--- config.mk ---
export PLATFORM = sky130hd
export DESIGN_NAME = cone_response_misr
export DESIGN_NICKNAME = d
export VERILOG_FILES = /design/src/rtl/cone_response_misr.sv
export SDC_FILE = /design/constraint.sdc
export NUM_CORES = 1
export LEC_CHECK = 0
export BUFFER_PORTS_ARGS = -buffer_cell sky130_fd_sc_hd__buf_2
export CORE_MARGIN = 2
export CORE_UTILIZATION = 40
export CTS_BUF_LIST = sky130_fd_sc_hd__clkbuf_4
export DETAILED_ROUTE_END_ITERATION = 10
export GPL_TIMING_DRIVEN = 0
export SETUP_SLACK_MARGIN = 0.15
export SYNTH_ARGS = -nofsm -noshare
export SYNTH_HDL_FRONTEND = slang
export SYNTH_SLANG_ARGS = --single-unit
--- constraint.sdc ---
create_clock -name clk -period 2.3 [get_ports clk]
set_input_delay 0.23 -clock clk [delete_from_list [all_inputs] [get_ports clk]]
set_output_delay 0.23 -clock clk [all_outputs]
set_load 0.005 [all_outputs]
--- src/rtl/cone_response_misr.sv ---
// Response-compaction stage: folds cone output vectors into a Galois MISR and
// compares the final signature against a golden value after num_vec beats.
module cone_response_misr #(
  parameter int unsigned          OUT_W  = 8,
  parameter int unsigned          MISR_W = 16,
  parameter int unsigned          CNT_W  = 16,
  parameter logic [MISR_W-1:0]    POLY   = 16'hB400,
  parameter logic [MISR_W-1:0]    SEED   = 16'hFFFF
) (
  input  logic              clk,
  input  logic              rst,
  input  logic              start,
  input  logic [CNT_W-1:0]  num_vec,
  input  logic [MISR_W-1:0] golden,
  input  logic              resp_valid,
  input  logic [OUT_W-1:0]  resp_data,
  output logic              resp_ready,
  output logic              busy,
  output logic              done,
  output logic              pass,
  output logic [MISR_W-1:0] signature,
  output logic [CNT_W-1:0]  vec_count
);

  typedef enum logic [1:0] {
    IDLE = 2'd0,
    RUN  = 2'd1,
    DONE = 2'd2
  } state_t;

  state_t state, state_n;

  logic [CNT_W-1:0]  num_q;
  logic [MISR_W-1:0] golden_q;
  logic [MISR_W-1:0] data_ext;
  logic [MISR_W-1:0] sig_n;
  logic [CNT_W-1:0]  count_inc;
  logic              accept;
  logic              last_beat;
  logic              start_take;
  logic              zero_run;

  assign data_ext   = MISR_W'(resp_data);
  assign sig_n      = (signature >> 1) ^ (signature[0] ? POLY : '0) ^ data_ext;
  assign count_inc  = vec_count + 1'b1;
  assign accept     = (state == RUN) && resp_valid;
  assign last_beat  = accept && (count_inc == num_q);
  // start is only honoured outside RUN; a zero-length run completes immediately
  assign start_take = start && (state != RUN);
  assign zero_run   = (num_vec == '0);

  always_comb begin
    state_n = state;
    unique case (state)
      IDLE, DONE: begin
        if (start) state_n = zero_run ? DONE : RUN;
      end
      RUN: begin
        if (last_beat) state_n = DONE;
      end
      default: state_n = IDLE;
    endcase
  end

  always_ff @(posedge clk) begin
    if (rst) begin
      state     <= IDLE;
      signature <= SEED;
      vec_count <= '0;
      pass      <= 1'b0;
      num_q     <= '0;
      golden_q  <= '0;
    end else begin
      state <= state_n;
      if (start_take) begin
        signature <= SEED;
        vec_count <= '0;
        num_q     <= num_vec;
        golden_q  <= golden;
        pass      <= zero_run && (golden == SEED);
      end else if (accept) begin
        signature <= sig_n;
        vec_count <= count_inc;
        if (last_beat) pass <= (sig_n == golden_q);
      end
    end
  end

  always_comb begin
    resp_ready = (state == RUN);
    busy       = (state == RUN);
    done       = (state == DONE);
  end

endmodule

# Word-level counts from Yosys, hierarchy flattened
# Index checks and enable logic that the tools add are counted.
[word_totals]
register_bits = 67
out_inout_bits = 36
[op_classes]
n_addsub = 1
eq_ne = 8
n_mux = 8
bitwise_logic = 2
n_reduce_logical = 12
[op_table]
columns = ["cell", "n"]
rows = [
  ["$eq A16 B16 Y1", 2],
  ["$add A16 B1 Y16 const B", 1],
  ["$eq A16 B16 Y1 const B", 1],
  ["$logic_not A16 Y1", 1],
  ["$mux W16", 1],
  ["$xor A15 B16 Y16", 1],
  ["$xor A16 B8 Y16", 1],
  ["$mux W2", 3],
  ["$logic_and A1 B1 Y1", 4],
  ["$ne A2 B1 Y1 const B", 2],
  ["$pmux W2 S2", 1],
  ["$reduce_and A2 Y1", 2],
  ["$reduce_bool A2 Y1", 2],
  ["$reduce_or A2 Y1", 2],
  ["$mux W1", 3],
  ["$eq A2 B1 Y1 const B", 1],
  ["$eq A2 B2 Y1 const B", 1],
  ["$logic_not A2 Y1", 1],
  ["$ne A2 B2 Y1 const B", 1],
]

# Logic depth before layout (Yosys ltp)
[depth]
depth_word = 7
ltp_mapped = 9
mapped_depth_nobuf = 8

# Least setup slack after synthesis
# Ideal clock, no wire load.
[synth_timing]
path_type = "register -> register"
from = "reg vec_count[0]"
to = "reg pass"
t_arrival_ns = 1.986
t_required_ns = 2.179
path_slack_ns = 0.192
stages_incl_launch_ff = 9
n_path_buf = 0
period_less_slack_ns = 2.108
cell_sequence = "dfxtp_1 ha_1 and4_2 and4_1 mux2i_1 o211ai_1 nor4_2 a21oi_1 mux2i_1"
[synth_between]
elab_chain_len = 5
[synth_lines]
columns = ["element", "line_no", "source"]
rows = [
  ["start: declaration", "22", "output logic [CNT_W-1:0] vec_count"],
  ["start signal: assignment", "83", "vec_count <= count_inc;"],
  ["$add A16 B1 Y16", "45", "assign count_inc = vec_count + 1'b1;"],
  ["$eq A16 B16 Y1", "47", "assign last_beat = accept && (count_inc == num_q);"],
  ["$logic_and A1 B1 Y1", "47", ""],
  ["$reduce_bool A2 Y1 (no line)", "-", ""],
  ["$reduce_and A2 Y1 (no line)", "-", ""],
  ["end signal: assignment", "80", "pass <= zero_run && (golden == SEED);"],
  ["end signal: assignment", "84", "if (last_beat) pass <= (sig_n == golden_q);"],
  ["end: declaration", "20", "output logic pass,"],
]
# No other way between the ends.
# A chain may end at the register's enable or synchronous reset.

# Final worst setup path
[layout_timing]
from = "reg vec_count[1]"
to = "reg pass"
# The elaborated chain is that of the path after synthesis.

==> results.toml <==
[flow_run]
max_cap_viol_count = 0

[final_layout]
layout.nets = 569
final-seq-area_mm2 = 0.00137
final_util_pct = 51.6
fill_cells = 856
final_layout_size_suffix_gt1_share_pct = 28.0
design_area_mm2 = 0.00428
multi_input_comb_area_mm2 = 0.00197
antenna_cells_inserted = 0
flow.area_growth_from_synthesis_pct = 23.8

[critical_path]
setup.worst_path.start_class = "register"
critPathKind = "reg2reg"
timing.critical_path.fanout_max = 6
crit_path_cell_trace = "ha_4 -> and4_2 -> and4_1 -> o311ai_0 -> nor4_4 -> a21oi_2 -> mux2i_1"
cpMaxStageDelayCell = "sky130_fd_sc_hd__o311ai_0"
rrSetupSlack_ns = 0.19
cp_data_arrival_time_ns = 2.46
cp.required_ns = 2.65
timing.critical_path.slowest_cell_delay_ns = 0.58
critPathCaptureType = "register"

[sta]
final_number_of_max_transition_violations = 0
layout_min_cycle_time_ns = 2.11
hold_viol_final = 0
fmaxAchievable_mhz = 473
layout_worst_path_cycle_share_pct = 91.9
setup_viol_count_final = 0
slew_headroom_pct = 47.6
rsz0062_at_grt = "true"
worst_clock_skew_ns = 0.0140
timing_worst_slew_pin_value_ns = 0.779

[clock_tree]
number_of_buffers_created_by_cts = 9
clock-root-buffer = "sky130_fd_sc_hd__clkbuf_4"
tritoncts = "yes"
worst_skew_pair.late_latency_ns = 0.41
cts_hold_buffers = 0
clock_tree.htree_level_count = 3
path_clk_slew_ns = 0.11
clock_sinks = 67
clk_buf_depth = 2

[global_routing]
vias_in_the_first_global_route = 3076
global_route.overflow_total = 0
pin_count_of_the_biggest_net_entering_global_routing = 12
grt_pass1_wl_um = 15500
grt_antenna_before_repair = 0
grt_use_total_pct = 20.2

[synthesis]
postSynthRegisterBits = 67
syn_avg_cell_area_um2 = 8.10
syn-instance-count = 427
synth.cell_area_mm2 = 0.00346
synth-main-ff-cell = "sky130_fd_sc_hd__dfxtp_1"
netlist_top_cells_count = "sky130_fd_sc_hd__nand2_1 (96), sky130_fd_sc_hd__dfxtp_1 (67), sky130_fd_sc_hd__a21oi_1 (44)"
synth_nets = 472
synth_top_area_cell = "sky130_fd_sc_hd__dfxtp_1"
yosys.cell_types.count = 50
ys_top_cells_by_area = "sky130_fd_sc_hd__dfxtp_1 (39%), sky130_fd_sc_hd__nand2_1 (10%), sky130_fd_sc_hd__xnor2_1 (9.6%)"
synth_seq_area_share_pct = 38.8
synth_top_area_share_pct = 38.8
synthArstFlopShare_pct = 0
yosysMostFrequentCell = "sky130_fd_sc_hd__nand2_1"
yosys_warnings = 0
synth_enable_flop_cells = 0

[worst_hold_path]
holdCritPathClass = "in2reg"

[floorplanning]
core_region_area_mm2 = 0.00830
die_w_um = 97
initial_core_util_pct = 41.7
floorplan.die.height_um = 97
fp-row-count = 33
die_area_mm2 = 0.00941
design.portCount = 80

[drt]
ant_nets = 0
drc = 0
route.final.wire_length_um = 9250
detailroute.via_count = 3272
detail_route.vias_per_cell = 5.16
first_iter_violations = 132
drt_pre_antenna_iters = 4
drt-wirelength-per-cell_um = 14.6

[pwr]
power_leakage_nw = 1.75
report.power.total_w = 0.00223
vdd_ir_drop_max_uv = 291
power_per_cell_area_mw_per_mm2 = 521

[placement]
gp_congestion = 0.853
dpl_cell_area_mm2 = 0.00399
post-dp-hpwl_um = 6850
numPortBuffers = 79

[status]
status = "finished clean"
## final cells by class
| cell class | count | area share [%] |
|---|---|---|
| buffer | 34 | 4.97 |
| clock buffer | 9 | 1.58 |
| clock inverter | 7 | 0.818 |
| inverter | 6 | 0.526 |
| multi-input combinational | 320 | 46.1 |
| sequential | 67 | 32.0 |
| tap | 105 | 3.07 |
| timing repair buffer | 86 | 11.0 |
## per-layer routing
metal  GRT usage, %  vias up  wire (um)
li1               -     1651          -
met1           28.6     1532       4500
met2           30.9       80       4270
met3           5.06        9        375
met4           4.77        0        104
met5              0        -          0
## metrics by stage
stage | TNS (ns) | hold slack [ns] | worst slack [ns] | std cells
6_report | 0 | 0.0605 | 0.187 | 634
5_1_grt | 0 | 0.0279 | 0.101 | 634
4_1_cts | 0 | 0.0358 | 0.115 | 627
3_5_place_dp | -0.397 | 0.464 | -0.178 | 611
3_3_place_gp | -0.395 | 0.455 | -0.172 | 611
2_1_floorplan | 0 | 0.366 | 0.192 | 427
## power breakdown
part	switching (W)	internal [W]	total, W
logic	0.000199	0.000157	0.000356
registers	0.0000424	0.00120	0.00124
clock network	0.000425	0.000207	0.000632
## layout by cell type, fill, tap and decap left out, drive strengths merged, types with 2 or more instances in the layout
cell and instances:
o21ai 6, and4 5, or3 5, nor3 5, nand2 96, clkinv 6
nor4 8, nand2b 6, buf 100, inv 6, nand4 11, nand3 14
nor2b 2, and2 4, o211ai 13, a21oi 44, a211o 2, clkbuf 28
dfxtp 67, nor2 15, and3 7, xor2 17, xnor2 38, mux2i 5
## path summary, 6_finish.rpt
check | start | endpoint | cells after the start
max | vec_count[1] | pass | 7
min | golden[1] | golden_q[1] | 3
max reg2reg | vec_count[1] | pass | 7
min reg2reg | golden_q[8] | golden_q[8] | 2
## sequential cells by signal, summed over array words and instances (netlist names)
name and count:
signature 16, num_q 16, golden_q 16, state 2, vec_count 16, pass 1
## cell families (layout without fill, tap and decap cells)
group | count (synthesis) | after routing | share of synthesized area [%]
AND/OR/NAND/NOR | 182 | 182 | 25.3
AO/OA/AOI/OAI | 76 | 76 | 13.5
flip-flops | 67 | 67 | 38.8
XOR/XNOR | 55 | 55 | 13.9
buffers and inverters | 40 | 142 | 6.44
multiplexers | 5 | 5 | 1.45
adder cells (fa/ha/maj) | 2 | 2 | 0.651
## critical path, delay by kind of cell, from the launching register on
family | cells | cell delay, ns
DFF | 1 | 0.38
adders and majority gates | 1 | 0.18
AOI/OAI and AO/OA | 2 | 0.75
muxes | 1 | 0.18
and+or+nand+nor | 3 | 0.55
## repair_timing
action	in CTS	in global routing
pin swaps	3	10
endpoints found under the hold margin	0	0
endpoints found under the setup margin	10	21
gates resized for setup	14	26
setup buffers	0	6
gates cloned	0	1
Power figures use the tool's default switching activity.
